## config.mk

```make
export PLATFORM = sky130hd
export DESIGN_NAME = multi_blink_controller
export DESIGN_NICKNAME = d
export VERILOG_FILES = /design/src/rtl/multi_blink_controller.sv
export SDC_FILE = /design/constraint.sdc
export NUM_CORES = 1
export LEC_CHECK = 0
export CAP_MARGIN = 30
export CORE_UTILIZATION = 45
export CTS_BUF_LIST = sky130_fd_sc_hd__clkbuf_4 sky130_fd_sc_hd__clkbuf_8 sky130_fd_sc_hd__clkbuf_16
export CTS_CLUSTER_DIAMETER = 200
export DETAILED_ROUTE_END_ITERATION = 12
export PLACE_DENSITY = 0.7
export RECOVER_POWER = 50
export SYNTH_ARGS = -nofsm -noshare
export SYNTH_HDL_FRONTEND = slang
export SYNTH_SLANG_ARGS = --single-unit
```

## constraint.sdc

```tcl
create_clock -name clk -period 4.2 [get_ports clk]
set_clock_uncertainty 0.2 [all_clocks]
set_input_delay 0.42 -clock clk [delete_from_list [all_inputs] [get_ports clk]]
set_output_delay 0.42 -clock clk [all_outputs]
set_load 0.1 [all_outputs]
```

## src/rtl/multi_blink_controller.sv

```systemverilog
// N-channel LED pattern generator: shared tick prescaler, per-channel off/on/blink/burst.
// led and tick are decoded combinationally from registered state.
module multi_blink_controller #(
   parameter int unsigned N_CH     = 4,
   parameter int unsigned CNT_W    = 16,
   parameter int unsigned BURST_W  = 8,
   parameter int unsigned TICK_DIV = 100000
) (
   input  logic                     clk,
   input  logic                     rst,
   input  logic [2*N_CH-1:0]        mode,
   input  logic [CNT_W*N_CH-1:0]    period,
   input  logic [CNT_W*N_CH-1:0]    on_time,
   input  logic [BURST_W*N_CH-1:0]  burst_len,
   input  logic [N_CH-1:0]          start,
   output logic [N_CH-1:0]          led,
   output logic [N_CH-1:0]          busy,
   output logic                     tick
);

   localparam int unsigned PRE_W = (TICK_DIV > 1) ? $clog2(TICK_DIV) : 1;

   localparam logic [1:0] MODE_OFF   = 2'b00;
   localparam logic [1:0] MODE_ON    = 2'b01;
   localparam logic [1:0] MODE_BLINK = 2'b10;
   localparam logic [1:0] MODE_BURST = 2'b11;

   typedef enum logic {ST_IDLE, ST_RUN} burst_st_e;

   logic [PRE_W-1:0] pre_q;

   assign tick = (pre_q == PRE_W'(TICK_DIV - 1));

   always_ff @(posedge clk) begin
      if (rst)       pre_q <= '0;
      else if (tick) pre_q <= '0;
      else           pre_q <= pre_q + PRE_W'(1);
   end

   for (genvar g = 0; g < N_CH; g++) begin : g_ch
      logic [1:0]         mode_w;
      logic [1:0]         mode_q;
      logic [CNT_W-1:0]   per_w;
      logic [CNT_W-1:0]   on_w;
      logic [CNT_W-1:0]   cnt_q;
      logic [BURST_W-1:0] len_w;
      logic [BURST_W-1:0] rem_q;
      burst_st_e          st_q;
      logic               wrap_c;
      logic               dis_c;
      logic               pat_c;

      assign mode_w = mode[2*g +: 2];
      assign per_w  = period[CNT_W*g +: CNT_W];
      assign on_w   = on_time[CNT_W*g +: CNT_W];
      assign len_w  = burst_len[BURST_W*g +: BURST_W];

      // >= rather than == so a shrinking period never lets cnt run away
      assign wrap_c = (per_w == '0) || (cnt_q >= per_w - CNT_W'(1));
      assign dis_c  = mode_w[1] && (per_w == '0);
      assign pat_c  = (per_w != '0) && (cnt_q < on_w);

      always_ff @(posedge clk) begin
         if (rst) begin
            mode_q <= MODE_OFF;
            cnt_q  <= '0;
            rem_q  <= '0;
            st_q   <= ST_IDLE;
         end else begin
            mode_q <= mode_w;
            if ((mode_w != mode_q) || dis_c) begin
               cnt_q <= '0;
               rem_q <= '0;
               st_q  <= ST_IDLE;
            end else if ((st_q == ST_IDLE) && (mode_w == MODE_BURST) &&
                         start[g] && (len_w != '0)) begin
               cnt_q <= '0;
               rem_q <= len_w;
               st_q  <= ST_RUN;
            end else if (tick) begin
               cnt_q <= wrap_c ? '0 : cnt_q + CNT_W'(1);
               if ((st_q == ST_RUN) && wrap_c) begin
                  rem_q <= rem_q - BURST_W'(1);
                  if (rem_q == BURST_W'(1)) st_q <= ST_IDLE;
               end
            end
         end
      end

      assign busy[g] = (st_q == ST_RUN);
      assign led[g]  = (mode_q == MODE_ON) ||
                       ((mode_q == MODE_BLINK) && pat_c) ||
                       ((mode_q == MODE_BURST) && (st_q == ST_RUN) && pat_c);
   end

endmodule

```

==> run summary, run 1 <==
asr flop ratio synth: 0%
H-tree depth: 4
via count: 9,265
Max VDD drop: 0.303 mV
later-pin clock latency in the skew report: 0.41 ns
# setup viols final: 0
Tcrit/Tclk final: 93.1%
vias in the first global route: 8,617
Vias/cell: 5.32
Congestion Overflow GR: 0
first-pass GRT wire length: 39,600 µm
status: complete, no violations
HP Class: register to register
share of cells above drive strength 1: 6.36%
post-route minimum period: 3.91 ns
Die Y: 152 µm
CTS resizes: 0
Power Internal: 2.30 mW
top post-synthesis cells by area: dfxtp_1 (25%), ha_1 (18%), xnor2_1 (6.8%)
DP Wirelength: 19,500 µm
residual DRC count: 0
Setup CP Type: primary input to register
Req. time, crit path: 4.34 ns
post-synthesis cell area: 10,100 µm²
post-synth top area share: 24.8%
placed inst area: 12,400 µm²
max cap viols: 0
max-slew violation count: 0
gp weighted congestion: 0.851
initial antenna violation count: 0
sequential share of power: 39.4%
Yosys reg bits: 125
met1 WL: 11,800 µm
critical path startpoint: period[2]
TritonCTS Buffers: 17
Total Routing Usage GR: 21.4%
WL met3: 896 µm
syn_nets: 1,550
CTS Sinks: 125
dpl ws: -0.131 ns
die width: 152 µm
Tot Pwr: 3.06 mW
Slew Limit Headroom: 16.7%
number of synthesized flops with an enable pin: 0
port bufs: 182
fmax: 256 MHz
CP Max Fanout: 8
Clock Path Buffers: 2
ANT nets after route: 0
CORE AREA: 21,900 µm²
Sw Share: 24.8%
worst hold start: pre_q[0]
Psw: 0.759 mW
Initial Util: 46.0%
largest net degree at the start of global routing: 17
Worst Setup End Kind: register
setup TNS: 0 ns
Clk pin slew, worst setup/hold paths: 0.06 ns
fin worst setup slack: 0.288 ns
r2r startpoint: pre_q[11]
Unique masters post-synth: 69
first drt pass iteration count: 4
biggest area consumer among synthesized cells: dfxtp_1
Post-Syn Instances: 1,231
Clk Tree Root Cell: clkbuf_16
clock network power share: 45.0%
Mean Syn Cell Area: 8.18 µm²
Leakage: 5.40 nW
DR iter-0 viols: 283
Comb pwr share: 15.5%
Pwr Density: 236 nW/µm²
Final Hold Fails: 0
worst slew pin tran: 1.24 ns
drt wl/cell: 13.8 µm
n_diodes: 0
Worst setup SP type: primary input
Design Area, Final: 13,000 µm²
Ys Warns: 0
met2 wire length: 11,000 µm
register area share after synthesis: 24.8%
I/O Pins: 183
Top Layer Used: met4
crit path DAT: 4.05 ns
Std-Cell Rows: 54
RSZ-0062 raised after global routing: no
CTS tree: done
dominant synthesized flop cell: dfxtp_1
die area: 23,000 µm²
Area Growth Syn to Fin: 28.6%
fin nets: 1,769
drt total wl: 24,000 µm
Hold WS: 0.248 ns
[worst max-delay path, stage by stage]
cell and delay, ns:
clkdlybuf4s50_1 0.41, or4_4 0.58, nor3_4 0.17, nand2_1 0.13, nor4_1 0.33, xnor2_1 0.11, ha_1 0.31, nand3_1 0.10
nor2_1 0.16, nand2_1 0.08, o311a_2 0.48, a2111oi_2 0.41, xnor2_1 0.12, a211oi_2 0.22
[power by group through the flow]
stage | clock [mW] | combinational, mW | sequential, mW
2_1_floorplan | 0 | 0.216 | 1.23
3_3_place_gp | 0 | 0.474 | 1.23
3_5_place_dp | 0 | 0.480 | 1.23
4_1_cts | 1.41 | 0.483 | 1.21
5_1_grt | 1.47 | 0.526 | 1.21
6_report | 1.38 | 0.476 | 1.21
[state kept, by name (all words and copies together), names as in the netlist]
signal / flops
pre_q: 17
g_ch.rem_q: 32
g_ch.st_q: 4
g_ch.cnt_q: 64
g_ch.mode_q: 8
[per-layer routing]
| layer | vias to the layer above | global-route usage [%] |
|---|---|---|
| li1 | 4823 | - |
| met3 | 19 | 3.29 |
| met2 | 153 | 36.0 |
| met1 | 4270 | 28.8 |
| met4 | 0 | 4.46 |
| met5 | - | 0 |
[cells in the mapped netlist (all sizes together), types with 3 or more instances]
master and count:
nand4bb 3, o22ai 7, a31oi 3, o21a 3
nand4b 4, xor2 72, a22o 10, a21boi 7
nand2 87, nor2b 19, or4 7, nor2 159
a211oi 15, nor3b 4, nand3 29, clkbuf 8
ha 145, dfxtp 125, and3 24, nand2b 17
or3 6, a211o 3, a21o 22, inv 101
a21oi 51, nor4 40, a2111oi 5, and4 7
or4b 3, o2111ai 7, mux2i 11, nand4 38
buf 13, a221oi 3, o21ai 33, nor3 27
xnor2 78, o211ai 10
[cell usage in the layout, fill, tap and decap left out, types with 5 or more instances in the layout]
cell	n
nand2b_1	17
or3_1	5
o2111ai_1	7
nor2_1	159
inv_1	101
clkbuf_16	17
nand2_1	86
o22ai_1	7
nand3_1	29
dfxtp_1	125
a211oi_1	13
o211ai_1	10
ha_1	145
xor2_1	72
a22o_1	10
o21ai_0	30
a21boi_0	7
clkbuf_2	6
buf_4	34
nor4_1	37
clkdlybuf4s50_1	170
and3_1	24
and4_1	7
dlygate4sd3_1	7
nor2b_1	19
mux2i_1	11
xnor2_1	78
nand4_1	37
nor3_1	26
a21o_1	22
a21oi_1	51
[area by class of cell]
type	instances	area [µm²]
fill	2062	8940
multi-input combinational	984	7070
sequential	125	2500
timing repair buffer	221	2090
clock buffer	22	469
inverter	101	379
tap	280	350
clock inverter	10	92.6
[kinds of logic after synthesis]
group | synth area share, %
and+or+nand+nor | 24.7
AOI/OAI and AO/OA | 13.3
xor gates and xnor gates | 13.0
adders and majority gates | 18.0
DFF | 24.8
buffers and inverters | 4.91
muxes | 1.20
[path summary, 6_finish.rpt]
check | slack (ns) | depth (start not counted) | to
max reg2reg | 0.69 | 8 | g_ch[0].cnt_q[15]
max | 0.29 | 14 | g_ch[0].rem_q[5]
min | 0.25 | 1 | pre_q[0]
min reg2reg | 0.25 | 1 | pre_q[0]
[timing repair]
item                                    in CTS  in global routing
endpoints found under the setup margin       0                  1
hold buffers                                 0                  0
buffers inserted                             0                  1
[metrics by stage]
step	utilization, %	cells
4_1_cts	59.3	1742
5_1_grt	59.2	1743
3_5_place_dp	56.7	1710
6_report	59.2	1743
3_3_place_gp	56.7	1710
2_1_floorplan	-	1231
Note: power is estimated with default switching activity, not from simulation.
==> inputs of run 2 (changes only) <==
--- a/config.mk
+++ b/config.mk
@@ -6,10 +6,12 @@
 export NUM_CORES = 1
 export LEC_CHECK = 0
 export CAP_MARGIN = 30
+export CORE_MARGIN = 5
 export CORE_UTILIZATION = 45
 export CTS_BUF_LIST = sky130_fd_sc_hd__clkbuf_4 sky130_fd_sc_hd__clkbuf_8 sky130_fd_sc_hd__clkbuf_16
 export CTS_CLUSTER_DIAMETER = 200
 export DETAILED_ROUTE_END_ITERATION = 12
+export GPL_TIMING_DRIVEN = 1
 export PLACE_DENSITY = 0.7
 export RECOVER_POWER = 50
 export SYNTH_ARGS = -nofsm -noshare
==> run 2 against run 1 <==
Compared with the run above: clock-buffer cell count shrank 4; largest cell class unchanged; global-route usage down 2.5 points; die area increased by 11%; critical path depth unchanged; core utilization fell by 0.29 points; cell count fell by 0.40%; register-to-register slack improved by 0.34 ns; worst setup slack worse by 0.074 ns; first-iteration DRC count rose by 30%; clock power rose by 8%; combinational power barely moved; routed wire length grew 3.6%.
==> run summary, run 2 (synthesis gave the netlist of run 1 again) <==
status: complete, no violations
biggest registers after layout: g_ch.cnt_q (64), g_ch.rem_q (32), pre_q (17)
Final Hold Fails: 0
CTS resizes: 0
Slowest cell on crit path: or4_1
r2r startpoint: pre_q[11]
Worst Setup End Kind: register
Tot Pwr: 3.17 mW
HP Class: register to register
fillers: 2,013
Tcrit/Tclk final: 94.9%
drt total wl: 24,900 µm
# setup viols final: 0
TritonCTS Buffers: 17
Clock Path Buffers: 2
Congestion Overflow GR: 0
worst slew pin tran: 1.19 ns
Die Y: 160 µm
crit path DAT: 4.12 ns
Vias/cell: 5.34
CORE AREA: 22,000 µm²
DP Wirelength: 20,200 µm
Leakage: 5.37 nW
max cap viols: 0
first-pass GRT wire length: 41,100 µm
slack of the worst reg-to-reg path: 1.03 ns
worst hold start: pre_q[0]
H-tree depth: 4
sequential share of power: 38.0%
Reg with most FFs: g_ch.cnt_q
Power Internal: 2.39 mW
clock network power share: 47.1%
Psw: 0.780 mW
Pwr Density: 246 nW/µm²
Setup CP Type: primary input to register
Max VDD drop: 0.197 mV
r2r worst-path depth: 8
n_diodes: 0
crit path to: g_ch[0].rem_q[5]
fin nets: 1,763
most common cell after layout, fill and taps aside: clkdlybuf4s50_1
Cell Chain, Critical Path: clkdlybuf4s50_1 > or4_1 > nor3_1 > nand2_1 > nor4_1 > xnor2_1 > ha_1 > nand3_1 > nor2_1 > nand2_1 > o311a_2 > a2111oi_2 > xnor2_1 > a211oi_2
via count: 9,262
initial antenna violation count: 0
port bufs: 182
Total Routing Usage GR: 18.9%
critical path startpoint: period[2]
DR iter-0 viols: 368
Area Growth Syn to Fin: 28.3%
CP peak stage delay: 0.61 ns
Comb pwr share: 14.9%
Req. time, crit path: 4.34 ns
Worst setup SP type: primary input
share of cells above drive strength 1: 5.56%
max reg flops: 64
I/O Pins: 183
vias in the first global route: 8,773
r2r endpoint: g_ch[0].rem_q[4]
Clk Tree Root Cell: clkbuf_16
Slew Limit Headroom: 20.8%
# Post-CTS Setup Buffers: 0
max-slew violation count: 0
post-route minimum period: 3.99 ns
ANT nets after route: 0
Clk pin slew, worst setup/hold paths: 0.06 ns
first drt pass iteration count: 4
later-pin clock latency in the skew report: 0.41 ns
CTS tree: done
CTS Sinks: 125
Initial Util: 45.9%
die area: 25,500 µm²
fmax: 251 MHz
setup TNS: 0 ns
Std-Cell Rows: 54
CP Max Fanout: 8
residual DRC count: 0
Hold Crit Depth: 1
Sw Share: 24.6%
most frequent cells in the layout: clkdlybuf4s50_1 (170), nor2_1 (159), ha_1 (145), dfxtp_1 (125), inv_1 (101)
largest net degree at the start of global routing: 33
gp weighted congestion: 0.851
die width: 160 µm
drt wl/cell: 14.3 µm
cts hold-fix bufs: 0
==> run 2: changes by cell type in the layout (fill, tap and decap cells not counted), sizes merged <==
| cell | delta |
|---|---|
| buf | -6 |
| clkbuf | -4 |
| bufinv | +2 |
| clkinv | -1 |
| clkinvlp | +1 |
| inv | +1 |
==> run 2: final cells by class <==
cell class	instances	area, µm²	area share [%]
sequential	125	2500	19.4
clock buffer	18	439	3.40
inverter	101	379	2.93
clock inverter	13	168	1.30
multi-input combinational	984	7050	54.5
tap	280	350	2.71
timing repair buffer	215	2040	15.8
==> run 2: worst min path at each step <==
| stage | endpoint | slack (ns) |
|---|---|---|
| finish | pre_q[0] | 0.25 |
| global route | pre_q[0] | 0.29 |
| floorplan | pre_q[0] | 0.22 |
| CTS | pre_q[0] | 0.26 |
| detailed placement | pre_q[0] | 0.24 |
| global placement | pre_q[0] | 0.23 |
==> run 2: power groups by stage <==
stage | sequential (mW) | combinational [mW] | clock [mW]
6_report | 1.21 | 0.473 | 1.49
5_1_grt | 1.21 | 0.521 | 1.58
4_1_cts | 1.21 | 0.482 | 1.53
3_5_place_dp | 1.23 | 0.478 | 0
3_3_place_gp | 1.23 | 0.471 | 0
2_1_floorplan | 1.23 | 0.216 | 0
==> run 2: metal layers <==
| layer | up-vias | track usage [%] | wire (µm) |
|---|---|---|---|
| met3 | 15 | 3.27 | 903 |
| met1 | 4283 | 25.6 | 12200 |
| met2 | 162 | 31.2 | 11500 |
| met4 | 0 | 4.89 | 279 |
| li1 | 4802 | - | - |
| met5 | - | 0 | 0 |
==> run 2: critical path: cells and delay by family <==
kind	cells	cell delay (ns)
buf+inv	1	0.42
simple gates	7	1.61
fa+ha+maj	1	0.31
xor+xnor	2	0.25
compound gates	3	1.10
==> run 2: through the flow <==
stage	util [%]	worst slack [ns]	hold WS [ns]	std cells	instance area, µm²
after global routing	58.9	-0.0000324	0.294	1736	12900
after CTS	59.1	0.315	0.256	1734	13000
after floorplan	-	0.506	0.218	1231	10100
after global placement	56.3	-0.00460	0.232	1703	12400
after detailed placement	56.3	-0.111	0.244	1703	12400
final	58.9	0.214	0.249	1736	12900
==> inputs of run 3 (changes only) <==
--- a/config.mk
+++ b/config.mk
@@ -5,15 +5,17 @@
 export SDC_FILE = /design/constraint.sdc
 export NUM_CORES = 1
 export LEC_CHECK = 0
+export ABC_AREA = 1
 export CAP_MARGIN = 30
 export CORE_MARGIN = 5
 export CORE_UTILIZATION = 45
 export CTS_BUF_LIST = sky130_fd_sc_hd__clkbuf_4 sky130_fd_sc_hd__clkbuf_8 sky130_fd_sc_hd__clkbuf_16
-export CTS_CLUSTER_DIAMETER = 200
+export CTS_CLUSTER_DIAMETER = 30
 export DETAILED_ROUTE_END_ITERATION = 12
 export GPL_TIMING_DRIVEN = 1
-export PLACE_DENSITY = 0.7
+export PLACE_DENSITY = 0.69
 export RECOVER_POWER = 50
 export SYNTH_ARGS = -nofsm -noshare
 export SYNTH_HDL_FRONTEND = slang
 export SYNTH_SLANG_ARGS = --single-unit
+export TNS_END_PERCENT = 1
==> run 3 against run 2 <==
Compared with the run above: clock power hardly changed; fmax increased by 4.5%; clock-buffer cell count grew 4; first-iteration DRC count rose by 55%; die area is 16% higher; core utilization decreased by 3.3 points; sequential cell count stayed put; synthesized cell count rose by 48%; sequential power hardly changed; routed wire length grew 23%; critical path depth shrank 6; register-to-register slack got worse by 0.19 ns; critical path type is now register to primary output; critical endpoint is now tick; highest routed layer is now met5.
==> run summary, run 3 <==
status: complete, no violations
Vias/cell: 5.04
Worst Setup End Kind: primary output
Total Routing Usage GR: 20.3%
CP peak stage delay: 1.08 ns
port bufs: 182
Reg with most FFs: g_ch.cnt_q
most common cell after layout, fill and taps aside: nand2_1
CORE AREA: 25,900 µm²
Post-Syn Instances: 1,820
post-route minimum period: 3.82 ns
post-synth top area share: 21.3%
cts hold-fix bufs: 0
Area Growth Syn to Fin: 22.5%
first drt pass iteration count: 5
register area share after synthesis: 21.3%
drt wl/cell: 13.1 µm
Cell Chain, Critical Path: ha_1 > nand2_1 > inv_1 > nand2_1 > inv_1 > nand2_1 > nor2_2 > clkbuf_2
placed inst area: 13,900 µm²
met3 GRT Util: 3.49%
# Post-CTS Setup Buffers: 0
fmax: 262 MHz
Req. time, crit path: 3.58 ns
residual DRC count: 0
largest net degree at the start of global routing: 38
Crit path max-delay family: simple AND/OR/NAND/NOR gates
max cap viols: 0
met2 Use GR: 34.8%
CP Max Fanout: 16
max reg flops: 64
TritonCTS Buffers: 17
max-slew violation count: 0
Setup CP Type: register to primary output
CP most frequent cell: nand2_1
Final Hold Fails: 0
dpl ws: 0.338 ns
Ys Warns: 0
setup TNS: 0 ns
post-synthesis cell area: 11,700 µm²
gp weighted congestion: 0.891
Tot Pwr: 3.22 mW
first-pass GRT wire length: 50,000 µm
Yosys reg bits: 125
CTS tree: done
Congestion Overflow GR: 0
Worst setup SP type: register
crit path DAT: 3.20 ns
n_diodes: 0
Initial Util: 45.3%
Post-synth top cells: nand2_1 (390), inv_1 (278), nor2_1 (232)
Clk pin slew, worst setup/hold paths: 0.05 ns
biggest registers after layout: g_ch.cnt_q (64), g_ch.rem_q (32), pre_q (17)
dominant synthesized flop cell: dfxtp_1
Slowest cell on crit path: nor2_2
# setup viols final: 0
ANT nets after route: 0
Pwr Density: 224 nW/µm²
drt total wl: 30,700 µm
Unique masters post-synth: 43
vias in the first global route: 11,015
GR peak layer: met2
initial antenna violation count: 2
CTS resizes: 0
top post-synthesis cells by area: dfxtp_1 (21%), ha_1 (15%), nand2_1 (12%)
Die Y: 172 µm
DP Wirelength: 24,200 µm
I/O Pins: 183
number of synthesized flops with an enable pin: 0
Clock Path Buffers: 2
worst slew pin tran: 1.44 ns
Core Util, Final: 55.5%
die width: 172 µm
Leakage: 6.56 nW
CP bufs+invs: 3
most frequent cells in the layout: nand2_1 (396), inv_1 (280), nor2_1 (233), clkdlybuf4s50_1 (171), ha_1 (145)
Design Area, Final: 14,400 µm²
HP Class: register to register
via count: 11,833
later-pin clock latency in the skew report: 0.42 ns
Std-Cell Rows: 59
Max VDD drop: 0.261 mV
DR iter-0 viols: 570
Tcrit/Tclk final: 90.9%
CTS Sinks: 125
RSZ-0062 raised after global routing: no
Slew Limit Headroom: 3.75%
fin worst setup slack: 0.384 ns
fin nets: 2,321
Clk Tree Root Cell: clkbuf_16
biggest area consumer among synthesized cells: dfxtp_1
syn_nets: 2,139
count leader, synth: nand2_1
H-tree depth: 4
share of cells above drive strength 1: 4.81%
die area: 29,400 µm²
grt met1 use: 26.2%
asr flop ratio synth: 0%
Mean Syn Cell Area: 6.45 µm²
-- run 3: metal layers --
layer / up-vias / wire length [µm]
met3: 44 / 1560
met1: 5301 / 14100
met4: 4 / 598
met5: - / 34
met2: 236 / 14400
li1: 6248 / -
-- run 3: per-stage QoR --
stage          hold slack [ns]  std cells
3_5_place_dp             0.246       2318
3_3_place_gp             0.236       2318
5_1_grt                  0.287       2350
6_report                 0.246       2350
4_1_cts                  0.257       2350
2_1_floorplan            0.218       1820
-- run 3: kinds of logic (layout without fill, tap and decap cells) --
| group | Yosys count | after routing | synth area share [%] |
|---|---|---|---|
| buffers and inverters | 315 | 510 | 10.6 |
| XOR/XNOR | 105 | 105 | 7.83 |
| adder cells (fa/ha/maj) | 145 | 145 | 15.4 |
| AO/OA/AOI/OAI | 214 | 214 | 9.58 |
| AND/OR/NAND/NOR | 916 | 916 | 35.3 |
| flip-flops | 125 | 125 | 21.3 |
-- run 3: worst paths after layout --
kind / from / to / slack (ns) / depth (start not counted)
min reg2reg: pre_q[0] / pre_q[0] / 0.25 / 1
min: pre_q[0] / pre_q[0] / 0.25 / 1
max reg2reg: pre_q[0] / pre_q[10] / 0.84 / 11
max: pre_q[0] / tick / 0.38 / 8
-- run 3: where the power goes --
part / leakage [nW] / internal (mW) / switching, mW / total, mW
Clock: 0.275 / 0.921 / 0.547 / 1.47
Sequential: 1.01 / 1.20 / 0.0104 / 1.21
Combinational: 5.28 / 0.260 / 0.283 / 0.544
-- run 3: final cells by class --
| class | instances | area (µm²) |
|---|---|---|
| fillers | 2557 | 11500 |
| multi-input cells | 1380 | 7960 |
| flip-flops and latches | 125 | 2500 |
| repair buffers | 185 | 1810 |
| inverters | 293 | 1110 |
| clock buffers | 22 | 475 |
| well taps | 335 | 419 |
| clock inverters | 10 | 115 |
